`config.mk`:
```
export PLATFORM = sky130hd
export DESIGN_NAME = mem_req_ctrl
export DESIGN_NICKNAME = d
export VERILOG_FILES = /design/src/rtl/mem_req_ctrl.sv
export SDC_FILE = /design/constraint.sdc
export NUM_CORES = 1
export LEC_CHECK = 0
export BUFFER_PORTS_ARGS = -buffer_cell sky130_fd_sc_hd__clkbuf_2
export CAP_MARGIN = 20
export CORE_MARGIN = 5
export CORE_UTILIZATION = 59
export CTS_CLUSTER_DIAMETER = 50
export DETAILED_ROUTE_END_ITERATION = 8
export PLACE_DENSITY = 0.95
export REMOVE_ABC_BUFFERS = 1
export SETUP_SLACK_MARGIN = 0.4
export SYNTH_ARGS = -nofsm -noshare
export SYNTH_HDL_FRONTEND = slang
export SYNTH_SLANG_ARGS = --single-unit
```
`constraint.sdc`:
```
create_clock -name clk -period 3.3 [get_ports clk]
set_input_delay 0.495 -clock clk [delete_from_list [all_inputs] [get_ports clk]]
set_output_delay 0.495 -clock clk [all_outputs]
set_load 0.01 [all_outputs]
```
`src/rtl/mem_req_ctrl.sv`:
```
// mem_req_ctrl: request front-end for the single-port memory block.
//
// Buffers read/write commands from a producer in a small command FIFO and
// issues them one at a time on the memory valid/ready interface. Each
// transaction walks IDLE -> REQ -> GAP, so at most one command completes
// every three cycles. Completed reads return a one-cycle response pulse.
//
// Optional feature: define MEM_REQ_TIMEOUT_EN to abandon a request after
// TIMEOUT_CYCLES posedges in REQ without ready. The command is dropped and
// err pulses for one cycle. Without the macro, REQ waits indefinitely and
// err is tied to 0.
//
// Ports:
//   clk, rst                          clock, synchronous active-high reset
//   req_valid/req_ready               producer command handshake
//   req_wr_rd/req_addr/req_wdata      command payload (1 = write)
//   valid/ready                       memory request handshake
//   wr_rd/addr/wdata                  memory request payload (registered)
//   rdata                             memory read data, valid at handshake
//   rsp_valid/rsp_data/rsp_addr       read response pulse and payload
//   cmd_count                         FIFO occupancy
//   err                               timeout pulse
module mem_req_ctrl #(
    parameter int WIDTH          = 8,
    parameter int DEPTH          = 16,
    parameter int ADDR_WIDTH     = $clog2(DEPTH),
    parameter int CMD_DEPTH      = 4,
    parameter int TIMEOUT_CYCLES = 64
) (
    input  logic                           clk,
    input  logic                           rst,
    input  logic                           req_valid,
    output logic                           req_ready,
    input  logic                           req_wr_rd,
    input  logic [ADDR_WIDTH-1:0]          req_addr,
    input  logic [WIDTH-1:0]               req_wdata,
    output logic                           valid,
    input  logic                           ready,
    output logic                           wr_rd,
    output logic [ADDR_WIDTH-1:0]          addr,
    output logic [WIDTH-1:0]               wdata,
    input  logic [WIDTH-1:0]               rdata,
    output logic                           rsp_valid,
    output logic [WIDTH-1:0]               rsp_data,
    output logic [ADDR_WIDTH-1:0]          rsp_addr,
    output logic [$clog2(CMD_DEPTH+1)-1:0] cmd_count,
    output logic                           err
);

    localparam int PTR_W = $clog2(CMD_DEPTH);
    localparam int CNT_W = $clog2(CMD_DEPTH + 1);
    localparam int ENT_W = 1 + ADDR_WIDTH + WIDTH;

    localparam logic [1:0] S_IDLE = 2'd0;
    localparam logic [1:0] S_REQ  = 2'd1;
    localparam logic [1:0] S_GAP  = 2'd2;

    if (CMD_DEPTH < 2 || (CMD_DEPTH & (CMD_DEPTH - 1)) != 0 || TIMEOUT_CYCLES < 1) begin : g_bad_param
        $error("mem_req_ctrl: CMD_DEPTH must be a power of two >= 2 and TIMEOUT_CYCLES >= 1");
    end

    logic [ENT_W-1:0]      fifo_mem [CMD_DEPTH];
    logic [ENT_W-1:0]      head;

    logic [1:0]            state_q, state_d;
    logic [PTR_W-1:0]      wptr_q, wptr_d;
    logic [PTR_W-1:0]      rptr_q, rptr_d;
    logic [CNT_W-1:0]      count_q, count_d;
    logic                  valid_q, valid_d;
    logic                  wr_rd_q, wr_rd_d;
    logic [ADDR_WIDTH-1:0] addr_q, addr_d;
    logic [WIDTH-1:0]      wdata_q, wdata_d;
    logic                  rsp_valid_q, rsp_valid_d;
    logic [WIDTH-1:0]      rsp_data_q, rsp_data_d;
    logic [ADDR_WIDTH-1:0] rsp_addr_q, rsp_addr_d;
    logic                  push, pop;

`ifdef MEM_REQ_TIMEOUT_EN
    localparam int TMO_W = $clog2(TIMEOUT_CYCLES + 1);
    logic [TMO_W-1:0]      tmo_q, tmo_d;
    logic                  err_q, err_d;
`endif

    assign req_ready = (count_q != CNT_W'(CMD_DEPTH));
    assign push      = req_valid && req_ready;
    // Pops only happen from IDLE, and only when something is queued.
    // Since a push needs a free slot, a simultaneous push never targets
    // the entry being popped.
    assign pop       = (state_q == S_IDLE) && (count_q != '0);
    assign head      = fifo_mem[rptr_q];

    always_ff @(posedge clk) begin
        if (push) begin
            fifo_mem[wptr_q] <= {req_wr_rd, req_addr, req_wdata};
        end
    end

    always_comb begin
        state_d     = state_q;
        valid_d     = valid_q;
        wr_rd_d     = wr_rd_q;
        addr_d      = addr_q;
        wdata_d     = wdata_q;
        rsp_valid_d = 1'b0;
        rsp_data_d  = rsp_data_q;
        rsp_addr_d  = rsp_addr_q;
`ifdef MEM_REQ_TIMEOUT_EN
        tmo_d       = tmo_q;
        err_d       = 1'b0;
`endif

        wptr_d = push ? wptr_q + 1'b1 : wptr_q;
        rptr_d = pop  ? rptr_q + 1'b1 : rptr_q;

        case ({push, pop})
            2'b10:   count_d = count_q + 1'b1;
            2'b01:   count_d = count_q - 1'b1;
            default: count_d = count_q;
        endcase

        case (state_q)
            S_IDLE: begin
                if (pop) begin
                    {wr_rd_d, addr_d, wdata_d} = head;
                    valid_d = 1'b1;
                    state_d = S_REQ;
`ifdef MEM_REQ_TIMEOUT_EN
                    tmo_d   = '0;
`endif
                end
            end
            S_REQ: begin
                if (valid_q && ready) begin
                    valid_d = 1'b0;
                    state_d = S_GAP;
                    if (!wr_rd_q) begin
                        rsp_valid_d = 1'b1;
                        rsp_data_d  = rdata;
                        rsp_addr_d  = addr_q;
                    end
`ifdef MEM_REQ_TIMEOUT_EN
                end else if (tmo_q == TMO_W'(TIMEOUT_CYCLES - 1)) begin
                    // Give up on this command; a dropped read yields no response.
                    valid_d = 1'b0;
                    err_d   = 1'b1;
                    state_d = S_GAP;
                end else begin
                    tmo_d = tmo_q + 1'b1;
`endif
                end
            end
            S_GAP: begin
                state_d = S_IDLE;
            end
            default: begin
                valid_d = 1'b0;
                state_d = S_IDLE;
            end
        endcase
    end

    always_ff @(posedge clk) begin
        if (rst) begin
            state_q     <= S_IDLE;
            wptr_q      <= '0;
            rptr_q      <= '0;
            count_q     <= '0;
            valid_q     <= 1'b0;
            wr_rd_q     <= 1'b0;
            addr_q      <= '0;
            wdata_q     <= '0;
            rsp_valid_q <= 1'b0;
            rsp_data_q  <= '0;
            rsp_addr_q  <= '0;
`ifdef MEM_REQ_TIMEOUT_EN
            tmo_q       <= '0;
            err_q       <= 1'b0;
`endif
        end else begin
            state_q     <= state_d;
            wptr_q      <= wptr_d;
            rptr_q      <= rptr_d;
            count_q     <= count_d;
            valid_q     <= valid_d;
            wr_rd_q     <= wr_rd_d;
            addr_q      <= addr_d;
            wdata_q     <= wdata_d;
            rsp_valid_q <= rsp_valid_d;
            rsp_data_q  <= rsp_data_d;
            rsp_addr_q  <= rsp_addr_d;
`ifdef MEM_REQ_TIMEOUT_EN
            tmo_q       <= tmo_d;
            err_q       <= err_d;
`endif
        end
    end

    assign valid     = valid_q;
    assign wr_rd     = wr_rd_q;
    assign addr      = addr_q;
    assign wdata     = wdata_q;
    assign rsp_valid = rsp_valid_q;
    assign rsp_data  = rsp_data_q;
    assign rsp_addr  = rsp_addr_q;
    assign cmd_count = count_q;

`ifdef MEM_REQ_TIMEOUT_EN
    assign err = err_q;
`else
    assign err = 1'b0;
`endif

endmodule
```
==> metrics, run 1 <==
vias=2,185; diode count=0; Worst path depth=9; clk buf depth=2; Top-Level Pins=57; Total GRT Usage=19.0%; Slew Limit Headroom=36.5%; post-CTS setup buffers=0; synth warn=0; final setup vio count=0; crit-path max FO=15; share of flip-flops with an asynchronous set or reset=0%; drt wl/cell=17.6 µm; most instantiated cells after synthesis=52 x edfxtp_1, 36 x dfxtp_1, 32 x a21oi_1; worst setup path startpoint=cmd_count[0]; Post-synth top flop=edfxtp_1; Synth area leaders=edfxtp_1 46%, dfxtp_1 21%, mux4_2 8.6%, a21oi_1 4.7%, o21ai_0 4.1%; drt first-iter violations=99; final instance area=3890 µm²; Core Rows=27; vias in the first global route=2,209; Avg Inst Size Synth=13.6 µm²; placed instance count=362; Final Power=3.01 mW; total CTS buffers=9; placed cell areas=3700 µm²; Critical Path End=cmd_count[2]; hold path start=req_wdata[0]; Sink Count=88; VDD IR max=0.515 mV; later-pin clock latency in the skew report=350 ps; Root Driver=clkbuf_8; # hold bufs at CTS=0; Synth Register Bits=88; fraction of layout cells with a size suffix above 1=28.8%; DP Wirelength=4500 µm; first-pass GRT wire length=10,800 µm; P per Cell Area=772 nW/µm²; fin crit share=78.7%; maximum clock rate=385 MHz; CP max stage delay=490 ps; post-route antenna net violation count=0; initial core utilization=61.3%; utilization after layout=69.9%; Crit path required time=3570 ps; Setup Skew=9.07 ps; Critical R2R Launch=cmd_count[0]; Seq/Total Area, Yosys=66.8%; chip width=86.1 µm; core area=5570 µm²; CTS tree=built; status=finished clean; Post-synth EDFFs=52; die footprint=7420 µm²; TNS Setup=0 ps; nets@finish=332; FF-to-FF path depth=9; post-CTS sizing=0; PortBufs=55; CP cell instances=or3_1, nand2_1, inv_1, ha_1, inv_1, fa_1, xor2_1, or3_1, a21oi_1; grt total ovfl=0; cell count after synthesis=252; Pins Over Slew Limit=0; drt pass-1 iters=4; Synth Cell Area=3420 µm²; Hold WC Path Type=in2reg; unrepaired setup endpoints after global routing=no; H-tree levels=3; Worst setup SP type=flip-flop; library cells used by synthesis=30; Synth top area share=45.7%; Tmin final=2600 ps; Worst R2R End=cmd_count[2]; Fin. Hold Viols=0; worst path arrival time=2870 ps; gpl congestion=0.769; slowest cell on the critical path=or3_1; Synth area leader=edfxtp_1; static leakage=1.43 nW; Die Span Y=86.1 µm; cell family with most CP delay=simple AND/OR/NAND/NOR gates; worst path bufs/invs=2; Worst-Margin Slew=951 ps; Reg2Reg Setup Slack=700 ps; largest net degree at the start of global routing=38; CP Class=reg2reg; crit end category=flip-flop; initial antenna violation count=0; Via density=5.78; Layout Area Growth over Synthesis=13.9%; total wire length after detailed routing=6670 µm; Clock Pin Slew Worst Setup and Hold Paths=100 ps; max-cap violations=0; most common cell in the netlist=edfxtp_1; Residual DRC=0; filler-free cell count of the finished design=378
## cells in the final DEF (no fill, tap or decap), drive strengths merged, types with 2 or more instances in the layout
cell type   n
a21o        2
dfxtp      36
o21ai      28
nand2       4
ha          5
edfxtp     52
nand3      27
nor3        2
mux4       13
nor2        6
buf         2
or3         3
inv        14
xor2        2
a21oi      32
clkbuf     64
and3        4
## how the worst min path moves through the flow
stage	end	cells past startpoint	slack (ps)
finish	fifo_mem[1][0]	1	350
global route	fifo_mem[0][2]	1	340
CTS	fifo_mem[2][5]	1	340
detailed placement	rsp_data[0]	2	470
global placement	rsp_data[3]	2	460
floorplan	rsp_addr[0]	2	490
## state kept, by name, summed over array words and instances, names as in the netlist
| signal | flops |
|---|---|
| rptr_q | 2 |
| wr_rd | 1 |
| fifo_mem | 52 |
| addr | 4 |
| wdata | 8 |
| rsp_data | 8 |
| valid | 1 |
| state_q | 2 |
| cmd_count | 3 |
| rsp_valid | 1 |
| wptr_q | 2 |
| rsp_addr | 4 |
## per-layer routing
| metal | track usage (%) | wire length [µm] | vias up |
|---|---|---|---|
| met5 | 0 | 0 | - |
| met4 | 10.5 | 163 | 0 |
| met3 | 3.94 | 464 | 13 |
| met2 | 31.0 | 3310 | 77 |
| met1 | 23.7 | 2730 | 1055 |
| li1 | - | - | 1040 |
## report_power, final
part	total, mW	internal, mW	switching, mW	leakage (nW)
Combinational	0.807	0.336	0.471	0.554
Sequential	1.48	1.32	0.158	0.771
Clock	0.722	0.299	0.423	0.101
## metrics by stage
step                      hold WS (ps)  setup WS (ps)
after CTS                          338            724
after floorplan                    491            971
after global placement             459            973
after global routing               343            573
after detailed placement           467            774
final                              349            705
## cell families (layout without fill, tap and decap cells)
logic type      after synthesis  after routing  share of synthesized area, %
compound gates               64             64                          9.92
xor+xnor                      2              2                         0.513
fa+ha+maj                     6              6                          2.42
buf+inv                      27             81                          3.73
flops                        88             88                          66.8
mux                          13             13                          8.57
other cells                   1              1                         0.110
simple gates                 51             51                          7.98
## layout make-up
class | count | area, µm²
Clock buffer | 9 | 124
Clock inverter | 7 | 68.8
Fill cell | 370 | 1680
Inverter | 8 | 30.0
Multi-Input combinational cell | 137 | 1010
Sequential cell | 88 | 2280
Tap cell | 72 | 90.1
Timing Repair Buffer | 57 | 290
(Power assumes the default switching activity.)
==> inputs of run 2 (changes only) <==
ABC_AREA = 1   (was default)
CORE_UTILIZATION = 51   (was 59)
PLACE_DENSITY = 0.87   (was 0.95)
clock period = 2.2 ns   (was 3.3 ns; I/O delays follow)
==> metrics, run 2 <==
DP Wirelength=4990 µm (was 4500 µm); WHS=190 ps (was 349 ps); CP most frequent cell=nand2_1; post-route antenna net violation count=0 (unchanged); unrepaired setup endpoints after global routing=no (unchanged); worst setup path startpoint=cmd_count[0] (unchanged); most instantiated cells after synthesis=118 x nand2_1, 81 x inv_1, 59 x nor2_1 (was 52 x edfxtp_1, 36 x dfxtp_1, 32 x a21oi_1); Crit path required time=2450 ps (was 3570 ps); Post-synth top flop=edfxtp_1 (unchanged); Root Driver=clkbuf_8 (unchanged); Pins Over Slew Limit=0 (unchanged); final setup vio count=0 (unchanged); fraction of layout cells with a size suffix above 1=18.8% (was 28.8%); Seq/Total Area, Yosys=59.5% (was 66.8%); fin crit share=75.1% (was 78.7%); first-pass GRT wire length=12,600 µm (was 10,800 µm); later-pin clock latency in the skew report=350 ps (about the same); commonest non-fill, non-tap cell in the layout=nand2_1 (was clkbuf_2); maximum clock rate=605 MHz (was 385 MHz); grt total ovfl=0 (unchanged); largest net degree at the start of global routing=31 (was 38); static leakage=2.08 nW (was 1.43 nW); Setup Skew=8.57 ps (was 9.07 ps); Die Span Y=96.7 µm (was 86.1 µm); status=finished clean (unchanged); Worst-Margin Slew=528 ps (was 951 ps); number of fill cells=619 (was 370); Core Rows=31 (was 27); vias in the first global route=2,806 (was 2,209); Total GRT Usage=16.4% (was 19.0%); total CTS buffers=9 (unchanged); core area=7290 µm² (was 5570 µm²); crit-path max FO=5 (was 15); initial antenna violation count=0 (unchanged); Residual DRC=0 (unchanged); cell count after synthesis=435 (was 252); Top-Level Pins=57 (unchanged); clk buf depth=2 (unchanged); worst path arrival time=1900 ps (was 2870 ps); H-tree levels=3 (unchanged); nets@finish=522 (was 332); most common cell in the netlist=nand2_1 (was edfxtp_1); Synth Cell Area=3840 µm² (was 3420 µm²); TNS Setup=0 ps (unchanged); Fin. Hold Viols=0 (unchanged); die footprint=9360 µm² (was 7420 µm²); Avg Inst Size Synth=8.82 µm² (was 13.6 µm²); GRT Max-Usage Layer=met2 (unchanged); drt first-iter violations=141 (was 99); max reg flops=52 (unchanged); Clock Pin Slew Worst Setup and Hold Paths=90 ps (was 100 ps); Critical R2R Launch=cmd_count[0] (unchanged); max-cap violations=0 (unchanged); Biggest register=fifo_mem (unchanged); PortBufs=55 (unchanged); chip width=96.7 µm (was 86.1 µm); Post-synth EDFFs=52 (unchanged); drt pass-1 iters=4 (unchanged); Synth top area share=40.7% (was 45.7%); Worst setup SP type=flip-flop (unchanged); hold path start=req_addr[1] (was req_wdata[0]); vias=2,835 (was 2,185); initial core utilization=52.6% (was 61.3%); library cells used by synthesis=23 (was 30); gpl congestion=0.784 (was 0.769); Sink Count=88 (unchanged); share of flip-flops with an asynchronous set or reset=0% (unchanged); drt wl/cell=12.7 µm (was 17.6 µm); Tmin final=1650 ps (was 2600 ps); crit end category=flip-flop (unchanged); P per Cell Area=1110 nW/µm² (was 772 nW/µm²); Via density=4.76 (was 5.78); CTS tree=built (unchanged); met1 GRT Util=18.5% (was 23.7%); total wire length after detailed routing=7590 µm (was 6670 µm); Slew Limit Headroom=64.8% (was 36.5%); CP Class=reg2reg (unchanged); # hold bufs at CTS=0 (unchanged); CP max stage delay=370 ps (was 490 ps); Synth area leader=edfxtp_1 (unchanged); Hold WC Path Type=in2reg (unchanged); met2 usage=28.9% (was 31.0%); Layout Area Growth over Synthesis=13.5% (was 13.9%); M3 GR Usage=4.96% (was 3.94%); diode count=0 (unchanged); Synth Register Bits=88 (unchanged); Synth area leaders=edfxtp_1 41%, dfxtp_1 19%, nand2_1 12%, inv_1 7.9%, nor2_1 5.8% (was edfxtp_1 46%, dfxtp_1 21%, mux4_2 8.6%, a21oi_1 4.7%, o21ai_0 4.1%); synth warn=0 (unchanged); slowest cell on the critical path=dfxtp_4 (was or3_1); VDD IR max=0.464 mV (was 0.515 mV); CP cell instances=nor2_4, nand2_2, nand2_2, ha_1, inv_1, fa_2, inv_1, nand2_1, nand3_1, nand2_1, nand2_1, nor2_1 (was or3_1, nand2_1, inv_1, ha_1, inv_1, fa_1, xor2_1, or3_1, a21oi_1); commonest cells after routing, fill and taps aside=117 x nand2_1, 81 x inv_1, 58 x nor2_1 (was 55 x clkbuf_2, 52 x edfxtp_1, 36 x dfxtp_1)
==> run 2: changes by cell type in the layout (fill, tap and decap cells not counted), sizes merged, moves of 8 or more <==
cell   change
nor2      +55
mux4      -13
o21ai     -25
nand2    +118
a21oi     -25
inv       +70
nand3      +8
==> run 2: metal layers <==
layer	part of all wire [%]	vias up	wire length, µm
li1	-	1434	-
met1	41	1298	3080
met2	50	90	3830
met3	7.3	13	550
met4	1.8	0	133
met5	0	-	0
==> run 2: critical path, delay by kind of cell (launching register included) <==
| kind | cells | cell delay, ps |
|---|---|---|
| adder cells (fa/ha/maj) | 2 | 510 |
| flip-flops | 1 | 370 |
| AND/OR/NAND/NOR | 8 | 560 |
| buffers and inverters | 2 | 130 |
==> run 2: cell type report <==
type | instances | area (µm²) | share of cell area, %
sequential | 88 | 2290 | 52.5
multi-input combinational | 246 | 1110 | 25.6
timing repair buffer | 64 | 343 | 7.87
inverter | 82 | 308 | 7.06
clock buffer | 10 | 138 | 3.16
tap | 99 | 124 | 2.84
clock inverter | 6 | 42.5 | 0.976
==> run 2: logic make-up (layout without fill, tap and decap cells) <==
family | Yosys count | in the layout | synth area share, %
AOI/OAI and AO/OA | 10 | 10 | 1.30
buffers and inverters | 101 | 162 | 11.8
and+or+nand+nor | 229 | 229 | 25.1
DFF | 88 | 88 | 59.5
other | 1 | 1 | 0.0977
adders and majority gates | 6 | 6 | 2.15
==> run 2: metrics by stage <==
stage | setup slack [ps] | std cells | power, mW | instance area [µm²] | util (%)
floorplan | 267 | 416 | 3.27 | 3690 | -
global route | 409 | 595 | 5.19 | 4360 | 59.7
detailed placement | 406 | 578 | 3.82 | 4150 | 56.9
finish | 548 | 595 | 4.84 | 4360 | 59.7
CTS | 446 | 595 | 4.83 | 4340 | 59.5
global placement | 474 | 578 | 3.74 | 4150 | 56.9
==> run 2: where the power goes <==
part	total, mW	internal, mW	switching (mW)	leakage (nW)
logic	1.67	0.566	1.10	1.22
registers	2.16	2.02	0.146	0.774
clock network	1.01	0.445	0.565	0.0907
total	4.84	3.03	1.81	2.08
==> run 2: worst paths after layout <==
kind,slack (ps),depth (start not counted),endpoint
worst max-delay path,550,12,cmd_count[2]
worst min-delay path,190,1,fifo_mem[3][9]
worst max register to register,550,12,cmd_count[2]
worst min register to register,480,1,cmd_count[0]
==> run 2: timing repair <==
| action | in CTS | in global routing |
|---|---|---|
| endpoints found under the setup margin | 1 | 1 |
| pin swaps | 1 | 0 |
| resized for setup | 0 | 8 |
| buffers inserted | 1 | 0 |
==> inputs of run 3 (changes only) <==
clock period = 1.4 ns   (was 2.2 ns; I/O delays follow)
==> metrics, run 3 (same netlist as run 2, synthesis figures left out) <==
unrepaired setup endpoints after global routing=yes (was no); clock network power share=17.8% (was 20.9%); chip width=96.7 µm (unchanged); Critical R2R Launch=cmd_count[0] (unchanged); crit-path max FO=2 (was 5); first-pass GRT wire length=16,300 µm (was 12,600 µm); slowest cell on the critical path=dfxtp_4 (unchanged); pre-CTS setup slack=-353 ps (was 406 ps); max layer used=met4 (unchanged); switching power summed over all nets=4.35 mW (was 1.81 mW); PortBufs=55 (unchanged); max-cap violations=0 (unchanged); grt total ovfl=0 (unchanged); drt first-iter violations=359 (was 141); maximum clock rate=578 MHz (was 605 MHz); diode count=0 (unchanged); H-tree levels=3 (unchanged); Clock Pin Slew Worst Setup and Hold Paths=100 ps (was 90 ps); commonest non-fill, non-tap cell in the layout=nand2_1 (unchanged); initial antenna violation count=0 (unchanged); Setup Skew=14.6 ps (was 8.57 ps); drt wl/cell=18.8 µm (was 12.7 µm); Worst-Margin Slew=528 ps (about the same); gpl congestion=0.778 (was 0.784); met3 wire length=989 µm (was 550 µm); status=finished with violations (was finished clean); worst path arrival time=2030 ps (was 1900 ps); drt pass-1 iters=8 (was 4); Die Span Y=96.7 µm (unchanged); total wire length after detailed routing=11,900 µm (was 7590 µm); largest net degree at the start of global routing=29 (was 31); vias in the first global route=3,319 (was 2,806); core area=7290 µm² (unchanged); post-route antenna net violation count=0 (unchanged); die footprint=9360 µm² (unchanged); Switching Share=39.0% (was 37.4%); P per Cell Area=2010 nW/µm² (was 1110 nW/µm²); Crit path required time=1700 ps (was 2450 ps); failing checks=setup timing; Worst setup SP type=flip-flop (unchanged); CP max stage delay=380 ps (was 370 ps); Top-Level Pins=57 (unchanged); clk buf depth=2 (unchanged); routed wl met2=6150 µm (was 3830 µm); fraction of layout cells with a size suffix above 1=43.6% (was 18.8%); FF-to-FF path depth=12 (unchanged); Fin. Hold Viols=0 (unchanged); fin crit share=124% (was 75.1%); Pins Over Slew Limit=0 (unchanged); worst setup path startpoint=cmd_count[0] (unchanged); initial core utilization=52.6% (unchanged); Slew Limit Headroom=64.8% (about the same); Reg2Reg Setup Slack=-330 ps (was 550 ps); Core Rows=31 (unchanged); DP Wirelength=5480 µm (was 4990 µm); Biggest register=fifo_mem (unchanged); VDD IR max=0.827 mV (was 0.464 mV); # hold bufs at CTS=0 (unchanged); utilization after layout=76.0% (was 59.7%); number of fill cells=412 (was 619); max reg flops=52 (unchanged); Worst R2R End=cmd_count[2] (unchanged); Comb pwr share=50.4% (was 34.4%); nets@finish=563 (was 522); static leakage=2.52 nW (was 2.08 nW); Hold WC Path Type=in2reg (unchanged); final setup vio count=74 (was 0); Layout Area Growth over Synthesis=44.4% (was 13.5%); commonest cells after routing, fill and taps aside=93 x nand2_1, 76 x inv_1, 52 x edfxtp_1 (was 117 x nand2_1, 81 x inv_1, 58 x nor2_1); vias=3,426 (was 2,835); CP Class=reg2reg (unchanged); Root Driver=clkbuf_8 (unchanged); Seq pwr share=31.8% (was 44.7%); crit end category=flip-flop (unchanged); total CTS buffers=9 (unchanged); Sink Count=88 (unchanged); CTS tree=built (unchanged); CP cell instances=nor2_4, nand2_2, nand2_4, inv_4, ha_4, inv_2, fa_2, nand2_1, nand3_2, nand2_2, nand2_1, nor2_1 (was nor2_4, nand2_2, nand2_2, ha_1, inv_1, fa_2, inv_1, nand2_1, nand3_1, nand2_1, nand2_1, nor2_1); Tmin final=1730 ps (was 1650 ps); Critical Path End=cmd_count[2] (unchanged); Residual DRC=0 (unchanged); later-pin clock latency in the skew report=370 ps (was 350 ps); internal cell power=6.81 mW (was 3.03 mW); WL met1=4190 µm (was 3080 µm); Via density=5.39 (was 4.76); Final WS setup=-330 ps (was 548 ps); Total GRT Usage=22.0% (was 16.4%)
==> run 3: worst min path at each step <==
stage                            start              end  slack, ps  cells after the start
after CTS                 req_wdata[2]   fifo_mem[2][2]         60                      1
after global placement    req_wdata[4]   fifo_mem[3][4]        420                      1
after detailed placement     req_wr_rd  fifo_mem[0][12]        430                      1
after floorplan                    rst        rptr_q[1]        280                      1
after global routing      req_wdata[2]   fifo_mem[2][2]         60                      1
final                     req_wdata[7]   fifo_mem[1][7]         60                      1
==> run 3: critical path: cells and delay by family, from the launching register on <==
family                     cells  cell delay [ps]
and+or+nand+nor                8              690
adders and majority gates      2              470
DFF                            1              380
buffers and inverters          2              110
==> run 3: layer usage <==
layer	up-vias	global-route usage, %
met1	1599	23.8
met4	0	11.6
met5	-	0
met2	249	39.4
met3	58	5.76
li1	1520	-
==> run 3: metrics by stage <==
step	cells	power (mW)	hold slack [ps]	TNS (ps)	instance area, µm²
global route	636	11.6	56.6	-18110	5540
floorplan	416	5.15	279	-19380	3690
finish	636	11.2	60.9	-15240	5540
global placement	591	6.02	425	-301	4260
CTS	625	9.76	57.8	-3450	5070
detailed placement	591	6.21	431	-548	4260
==> run 3: power groups by stage <==
stage | clock network, mW | logic (mW) | registers [mW]
after global placement | 0 | 2.63 | 3.38
after global routing | 2.09 | 5.95 | 3.58
final | 1.98 | 5.62 | 3.55
after floorplan | 0 | 1.56 | 3.59
after detailed placement | 0 | 2.80 | 3.41
after CTS | 1.94 | 4.38 | 3.44
==> run 3: what timing repair did <==
action	in CTS	in global routing
gates resized for setup	130	115
buffers inserted	14	10
endpoints found under the setup margin	117	117
cloned	4	1
pin swaps	21	19
==> run 3: layout make-up <==
cell class / instances / area [µm²] / area share (%)
flip-flops and latches: 88 / 2330 / 42.1
clock inverters: 6 / 92.6 / 1.67
repair buffers: 105 / 1070 / 19.3
well taps: 99 / 124 / 2.24
multi-input cells: 246 / 1480 / 26.7
inverters: 82 / 315 / 5.69
clock buffers: 10 / 128 / 2.30
